<file path="src/rtl/dmem_port_arbiter.sv">
// ============================================================================
// dmem_port_arbiter: shares one synchronous dmem port between the processor
// (P, priority) and a loader/debug master (D) with a bounded-wait force.
// Optional: define DMEM_ARB_STATS_EN for stat_force/stat_dgrant counters.
// Revision: 1.0
// ============================================================================
`default_nettype none

module dmem_port_arbiter #(
    parameter int ADDR_W   = 12,
    parameter int DATA_W   = 32,
    parameter int MAX_WAIT = 4
) (
    input  logic              clock,
    input  logic              reset,
    input  logic              p_valid,
    input  logic              p_wren,
    input  logic [ADDR_W-1:0] p_address,
    input  logic [DATA_W-1:0] p_data,
    output logic [DATA_W-1:0] p_q,
    output logic              p_stall,
    input  logic              d_req,
    input  logic              d_wren,
    input  logic [ADDR_W-1:0] d_address,
    input  logic [DATA_W-1:0] d_data,
    output logic              d_gnt,
    output logic              d_rvalid,
    output logic [DATA_W-1:0] d_q,
    output logic [ADDR_W-1:0] mem_address,
    output logic [DATA_W-1:0] mem_data,
    output logic              mem_wren,
    input  logic [DATA_W-1:0] mem_q
`ifdef DMEM_ARB_STATS_EN
    ,
    output logic [15:0]       stat_force,
    output logic [15:0]       stat_dgrant
`endif
);

    typedef enum logic [1:0] {
        ST_IDLE  = 2'd0,
        ST_WAIT  = 2'd1,
        ST_FORCE = 2'd2,
        ST_RESP  = 2'd3
    } state_t;

    localparam logic [3:0] WAIT_LAST = 4'(MAX_WAIT - 1);

    state_t      state_q, state_d;
    logic [3:0]  wait_cnt_q, wait_cnt_d;
    logic        p_stall_q;
    logic        d_rvalid_q;
    logic        gnt_d;

    always_comb begin
        state_d    = state_q;
        wait_cnt_d = wait_cnt_q;
        gnt_d      = 1'b0;
        case (state_q)
            ST_IDLE, ST_RESP: begin
                if (d_req && !p_valid) begin
                    gnt_d   = 1'b1;
                    state_d = d_wren ? ST_IDLE : ST_RESP;
                end else if (d_req) begin
                    state_d    = ST_WAIT;
                    wait_cnt_d = 4'd0;
                end else begin
                    state_d = ST_IDLE;
                end
            end
            ST_WAIT: begin
                if (!d_req) begin
                    state_d = ST_IDLE;
                end else if (!p_valid) begin
                    gnt_d   = 1'b1;
                    state_d = d_wren ? ST_IDLE : ST_RESP;
                end else if (wait_cnt_q == WAIT_LAST) begin
                    state_d = ST_FORCE;
                end else begin
                    wait_cnt_d = wait_cnt_q + 4'd1;
                end
            end
            ST_FORCE: begin
                // d_req is held until granted; the guard keeps d_gnt off if D withdrew anyway
                if (d_req) begin
                    gnt_d   = 1'b1;
                    state_d = d_wren ? ST_IDLE : ST_RESP;
                end else begin
                    state_d = ST_IDLE;
                end
            end
            default: state_d = ST_IDLE;
        endcase
    end

    always_ff @(posedge clock or negedge reset) begin
        if (!reset) begin
            state_q    <= ST_IDLE;
            wait_cnt_q <= 4'd0;
            p_stall_q  <= 1'b0;
            d_rvalid_q <= 1'b0;
        end else begin
            state_q    <= state_d;
            wait_cnt_q <= wait_cnt_d;
            p_stall_q  <= (state_d == ST_FORCE);
            d_rvalid_q <= (state_d == ST_RESP);
        end
    end

    // The grant is combinational, so it must also be masked while reset is held
    assign d_gnt    = gnt_d & reset;
    assign p_stall  = p_stall_q;
    assign d_rvalid = d_rvalid_q;
    assign d_q      = d_rvalid_q ? mem_q : '0;
    assign p_q      = mem_q;

    assign mem_address = d_gnt ? d_address : p_address;
    assign mem_data    = d_gnt ? d_data    : p_data;
    assign mem_wren    = d_gnt ? d_wren    : (p_wren & p_valid & ~p_stall_q);

`ifdef DMEM_ARB_STATS_EN
    logic [15:0] stat_force_q;
    logic [15:0] stat_dgrant_q;

    always_ff @(posedge clock or negedge reset) begin
        if (!reset) begin
            stat_force_q  <= 16'd0;
            stat_dgrant_q <= 16'd0;
        end else begin
            if (p_stall_q && (stat_force_q != 16'hFFFF)) begin
                stat_force_q <= stat_force_q + 16'd1;
            end
            if (d_gnt && (stat_dgrant_q != 16'hFFFF)) begin
                stat_dgrant_q <= stat_dgrant_q + 16'd1;
            end
        end
    end

    assign stat_force  = stat_force_q;
    assign stat_dgrant = stat_dgrant_q;
`endif

endmodule

`default_nettype wire

</file>
<file path="config.mk">
export PLATFORM = sky130hd
export DESIGN_NAME = dmem_port_arbiter
export DESIGN_NICKNAME = d
export VERILOG_FILES = /design/src/rtl/dmem_port_arbiter.sv
export SDC_FILE = /design/constraint.sdc
export NUM_CORES = 1
export LEC_CHECK = 0
export ABC_AREA = 1
export ABC_CLOCK_PERIOD_IN_PS = 2600
export CAP_MARGIN = 0
export CORE_AREA = 10 10 114 75
export DETAILED_ROUTE_END_ITERATION = 8
export DIE_AREA = 0 0 124 85
export PLACE_DENSITY = 0.91
export SLEW_MARGIN = 20
export SYNTH_ARGS = -nofsm -noshare
export SYNTH_HDL_FRONTEND = slang
export SYNTH_SLANG_ARGS = --single-unit
export TNS_END_PERCENT = 30
</file>
<file path="constraint.sdc">
create_clock -name clock -period 2.6 [get_ports clock]
set_input_delay 0.52 -clock clock [delete_from_list [all_inputs] [get_ports clock]]
set_output_delay 0.52 -clock clock [all_outputs]
set_load 0.01 [all_outputs]
</file>
==> flow_summary.json, run 1 <==
{
  "relSlewSlack_pct": 78.2,
  "timing.rr.start": "state_q[0]",
  "drive_above_1_share_pct": 9.46,
  "num-nets-final": 670,
  "antenna_cells": 0,
  "placed_cells": 623,
  "finClkSkew_ns": 0.00250,
  "via_count": 2776,
  "fp.coreArea_um2": 6470,
  "yosys.area.top_type": "nand2_1",
  "io_buffers": 237,
  "status": "completed",
  "dieArea_um2": 10500,
  "area_growth_pct": 131,
  "ios": 238,
  "cts_buffers": 3,
  "endpoint_kind": "output port",
  "p_leak_nw": 2.19,
  "cts_tree": "done",
  "grt_setup_unrepaired": "no",
  "startpoint": "state_q[1]",
  "cp.arrival_ns": 1.98,
  "wl_per_cell_um": 17.3,
  "synth_area_um2": 1780,
  "fillCellCount": 580,
  "tightestPinTransition_ns": 0.326,
  "reg2reg_depth": 9,
  "gp_congestion": 0.895,
  "yosysWarnings": 0,
  "holdWs_ns": 0.369,
  "grt_remaining_overflow": 0,
  "grt_pass1_wl_um": 15400,
  "clock_latency_ns": 0.23,
  "cts_buffer_depth": 2,
  "finalWorstSetupSlack_ns": 0.101,
  "final_cell_mix": "clkdlybuf4s50_1 (188), nand2_1 (128), nand3_1 (54)",
  "die_h_um": 85,
  "hpwlAfterDp_um": 9560,
  "cp_slowest_stage_delay_ns": 0.42,
  "crit_type": "reg -> out",
  "cap_violations": 0,
  "yosysSeqAreaShare_pct": 11.3,
  "clockRootBuffer": "clkbuf_8",
  "grt.total_usage_pct": 18.3,
  "clock_sinks": 8,
  "hp-class": "in -> async",
  "tns_ns": 0,
  "grt_pass1_vias": 2684,
  "drc": 0,
  "reg2reg_slack_ns": 0.98,
  "cp_common_cell": "inv_2",
  "synth_top_cell_area_share_pct": 27.2,
  "grt_antenna_before_repair": 0,
  "finalCritPeriodShare_pct": 96.1,
  "fin_crit_ns": 2.50,
  "yosys_register_bits": 8,
  "setup_viol": 0,
  "avgSynthCellArea_um2": 5.39,
  "pre_cts_ws_ns": -0.269,
  "htree_levels": 1,
  "synthDistinctLibCells": 20,
  "vias_per_cell": 4.43,
  "dr.pass1.iters": 4,
  "fp-row-count": 23,
  "detail_route.wirelength_um": 10800,
  "maxSlewViolCount": 0,
  "powerDensity_nw_per_um2": 306,
  "grt_max_degree": 39,
  "cpMaxStageDelayCell": "dfrtp_1",
  "post-route-util_pct": 63.3,
  "hold_viol": 0,
  "die_w_um": 124,
  "worstPathRequired_ns": 2.08,
  "worstPathCellList": "inv_2 -> ha_2 -> inv_2 -> o21bai_2 -> nand2_2 -> nand2_8 -> buf_12 -> nand3_1 -> nand2_1 -> dlygate4sd2_1",
  "clk_pin_slew_worst_paths_ns": 0.04,
  "synthCells": 330,
  "syn-num-nets": 459,
  "initialDrtViolationCount": 146,
  "ant_nets": 0,
  "cp-start-kind": "flip-flop",
  "final_common_cell": "clkdlybuf4s50_1",
  "yosys-top-cells-area": "nand2_1 (27%), buf_4 (15%), nand3_1 (15%)",
  "vdd_drop_max_mv": 0.179,
  "layoutNonFillerInstCount": 626,
  "max_freq_ghz": 0.400,
  "critPathMaxFanout": 27,
  "start_util_pct": 27.5
}
-- per-layer routing --
layer	wire length [um]	up-vias	track usage (%)
met3	851	23	3.64
met5	0	-	0
met1	3920	1231	18.9
met2	5770	134	35.8
li1	-	1388	-
met4	294	0	5.63
-- flip-flops by register name, summed over array words and instances, names as in the netlist --
signal,count
state_q,2
d_rvalid,1
p_stall,1
wait_cnt_q,4
-- synth_stat cells (all sizes together) --
cell    instances
a21oi           2
buf            44
clkbuf          4
dfrtp           8
ha              3
inv            47
nand2         151
nand3          55
nand4           1
nor2           11
o21ai           2
o21bai          1
xor2            1
-- layout make-up --
| class | instances | area [um2] | area share (%) |
|---|---|---|---|
| inverters | 47 | 176 | 4.30 |
| clock buffers | 3 | 41.3 | 1.01 |
| repair buffers | 254 | 2500 | 60.9 |
| well taps | 87 | 109 | 2.65 |
| multi-input cells | 227 | 1070 | 26.2 |
| flip-flops and latches | 8 | 200 | 4.88 |
-- critical path, delay by kind of cell (launching register included) --
kind                     cells  cell delay (ns)
adder cells (fa/ha/maj)      1             0.19
AO/OA/AOI/OAI                1             0.12
flip-flops                   1             0.42
buffers and inverters        4             0.60
AND/OR/NAND/NOR              4             0.41
-- final timing paths --
path                                 endpoint
worst max register to register  wait_cnt_q[3]
worst min register to register  wait_cnt_q[1]
max in group asynchronous          state_q[0]
worst max-delay path             mem_data[28]
worst min-delay path            wait_cnt_q[3]
min in group clock              wait_cnt_q[1]
-- kinds of logic after synthesis --
group                      synth area share (%)
AOI/OAI and AO/OA                          1.76
xor gates and xnor gates                  0.493
adders and majority gates                  2.11
buffers and inverters                      29.4
DFF                                        11.3
and+or+nand+nor                            55.0
-- per-stage QoR --
stage	power (mW)	area, um2
after floorplan	0.589	1780
after global placement	1.13	4100
after detailed placement	1.16	4100
after CTS	1.25	4080
after global routing	1.34	4100
final	1.26	4100
-- what timing repair did --
item / CTS / global route
hold buffers: 0 / 0
resized for setup: 49 / 5
setup buffers: 0 / 0
endpoints found under the setup margin: 46 / 35
pin swaps: 0 / 0
hold endpoints to repair: 0 / 0
-- where the power goes --
part           leakage [nW]  internal [mW]  switching [mW]  total (mW)
logic                  2.06          0.494           0.434       0.928
clock network        0.0216          0.101          0.0519       0.152
registers             0.108          0.148          0.0280       0.176
total                  2.19          0.742           0.514        1.26
Note: power is estimated with default switching activity, not from simulation.
==> run 2: changes to the inputs <==
- CELL_PAD_IN_SITES_DETAIL_PLACEMENT: not set -> 1
- CELL_PAD_IN_SITES_GLOBAL_PLACEMENT: not set -> 1
- CORE_AREA: 10 10 114 75 -> 10 10 152 98
- CTS_BUF_LIST: not set -> sky130_fd_sc_hd__clkbuf_4
- DIE_AREA: 0 0 124 85 -> 0 0 162 108
- PLACE_DENSITY: 0.91 -> 0.88
==> run 2 against run 1 <==
Effect of this change: setup slack worse by 0.057 ns; sequential power about the same; via count increased by 2.4%; sequential cell count unchanged; first-iteration DRC count fell by 15%; largest cell class unchanged; highest routed layer unchanged; design area grew 3.2%; critical endpoint is now mem_data[6]; critical path depth down 1.
==> flow_summary.json, run 2 (synthesized netlist as in run 1, its figures left out) <==
{
  "dr.pass1.iters": 4,
  "worstPathCellList": "inv_1 -> ha_4 -> nor2_2 -> nand2_4 -> nand2_8 -> buf_16 -> nand3_1 -> nand2_1 -> clkdlybuf4s15_2",
  "tightestPinTransition_ns": 0.754,
  "grt_setup_unrepaired": "yes",
  "detail_route.wirelength_um": 12100,
  "seqCellArea_um2": 200,
  "tns_ns": 0,
  "setup_viol": 0,
  "p_leak_nw": 2.18,
  "clock_sinks": 8,
  "hold_viol": 0,
  "finalCritPeriodShare_pct": 98.3,
  "final_cell_mix": "clkdlybuf4s50_1 (188), nand2_1 (122), nand3_1 (54)",
  "grt_antenna_before_repair": 1,
  "powerDensity_nw_per_um2": 300,
  "grt_remaining_overflow": 0,
  "top_register": "wait_cnt_q",
  "crit_type": "reg -> out",
  "fin_crit_ns": 2.56,
  "maxSlewViolCount": 0,
  "multi_input_area_um2": 1200,
  "vias_per_cell": 4.00,
  "reg2reg_to": "wait_cnt_q[3]",
  "largest_reg_flops": 4,
  "grt_pass1_wl_um": 17500,
  "htree_levels": 1,
  "fillCellCount": 1567,
  "finClkSkew_ns": 0.00960,
  "crit_family": "simple AND/OR/NAND/NOR gates",
  "area_growth_pct": 138,
  "path_buf_inv": 3,
  "hpwlAfterDp_um": 9850,
  "fp.coreArea_um2": 12300,
  "wl_per_cell_um": 17.1,
  "ios": 238,
  "cp-start-kind": "flip-flop",
  "pre_cts_ws_ns": -0.347,
  "worstPathRequired_ns": 2.08,
  "cp_slowest_stage_delay_ns": 0.40,
  "hp-class": "in -> async",
  "post-route-util_pct": 34.3,
  "num-nets-final": 670,
  "critPathMaxFanout": 13,
  "start_util_pct": 14.4,
  "cts_buffer_depth": 2,
  "finalWorstSetupSlack_ns": 0.0435,
  "drc": 0,
  "die_h_um": 108,
  "dieArea_um2": 17500,
  "initialDrtViolationCount": 124,
  "power_mw": 1.27,
  "via_count": 2842,
  "reg_top3": "wait_cnt_q: 4 flops, state_q: 2 flops",
  "drive_above_1_share_pct": 13.4,
  "clk_pin_slew_worst_paths_ns": 0.06,
  "cts_tree": "done",
  "endpoint_kind": "output port",
  "grt_max_degree": 34,
  "grt_pass1_vias": 3010,
  "reg2reg_slack_ns": 0.99,
  "cp.depth": 9,
  "status": "completed",
  "cts_buffers": 3,
  "relSlewSlack_pct": 49.8,
  "io_buffers": 237,
  "cap_violations": 0,
  "grt.total_usage_pct": 12.2,
  "ant_nets": 0,
  "timing.rr.start": "state_q[0]",
  "cp.arrival_ns": 2.04,
  "final_common_cell": "clkdlybuf4s50_1",
  "clockRootBuffer": "clkbuf_4",
  "gp_congestion": 0.806,
  "die_w_um": 162,
  "reg2reg_depth": 9,
  "clock_latency_ns": 0.26,
  "cpMaxStageDelayCell": "dfrtp_1",
  "max_freq_ghz": 0.391,
  "fp-row-count": 32,
  "vdd_drop_max_mv": 0.141
}
[run 2: cell count changes in the layout (fill, tap and decap cells not counted), sizes merged]
cell / before / now
diode: 0 / 1
clkbuf: 3 / 15
buf: 18 / 14
clkdlybuf4s15: 1 / 11
nand2: 151 / 157
dlygate4sd2: 47 / 23
[run 2: layout make-up]
type,instances,share of cell area (%)
multi-input combinational,233,28.4
inverter,47,4.17
antenna,1,0.0591
timing repair buffer,248,57.0
tap,170,5.03
clock buffer,3,0.532
sequential,8,4.73
[run 2: power by group]
part           switching, mW  leakage (nW)  internal [mW]
logic                  0.496          2.06          0.503
clock network         0.0439        0.0138         0.0529
registers             0.0277         0.108          0.147
total                  0.567          2.18          0.703
[run 2: worst max path at each step]
stage          startpoint               to  slack [ns]
2_1_floorplan  state_q[1]  mem_address[10]        0.66
3_3_place_gp      p_valid     mem_data[18]       -0.28
3_5_place_dp      p_valid     mem_data[16]       -0.35
4_1_cts        state_q[1]      mem_data[0]       0.008
5_1_grt        state_q[1]      mem_data[2]       -0.04
6_report       state_q[0]      mem_data[6]        0.04
[run 2: what timing repair did]
action                                 CTS  global route
pin swaps                                1             4
gates cloned                             2             5
setup endpoints to repair               46            46
endpoints found under the hold margin    0             0
resized for setup                       59            50
hold buffers                             0             0
setup buffers                            0             0
[run 2: layer usage]
| layer | share of wire, % | up-vias | track usage (%) |
|---|---|---|---|
| li1 | - | 1391 | - |
| met1 | 42 | 1328 | 13.7 |
| met2 | 51 | 115 | 22.9 |
| met3 | 6.4 | 8 | 2.85 |
| met4 | 0.94 | 0 | 2.91 |
| met5 | 0 | - | 0 |
[run 2: worst reg2reg max path, delay by kind of cell, from the launching register on]
kind / cells / cell delay [ns]
simple gates: 4 / 0.43
flops: 1 / 0.40
buf+inv: 3 / 0.31
fa+ha+maj: 1 / 0.27
compound gates: 1 / 0.08
[run 2: stage by stage]
stage / area [um2] / hold slack (ns) / std cells
2_1_floorplan: 1780 / 0.224 / 330
3_3_place_gp: 4120 / 0.462 / 699
3_5_place_dp: 4120 / 0.471 / 699
4_1_cts: 4170 / 0.229 / 704
5_1_grt: 4230 / 0.350 / 710
6_report: 4230 / 0.329 / 710
==> run 3: changes to the inputs <==
- RECOVER_POWER: not set -> 25
==> results of run 3 <==
Final layout, timing and power as in run 2 (identical DEF).
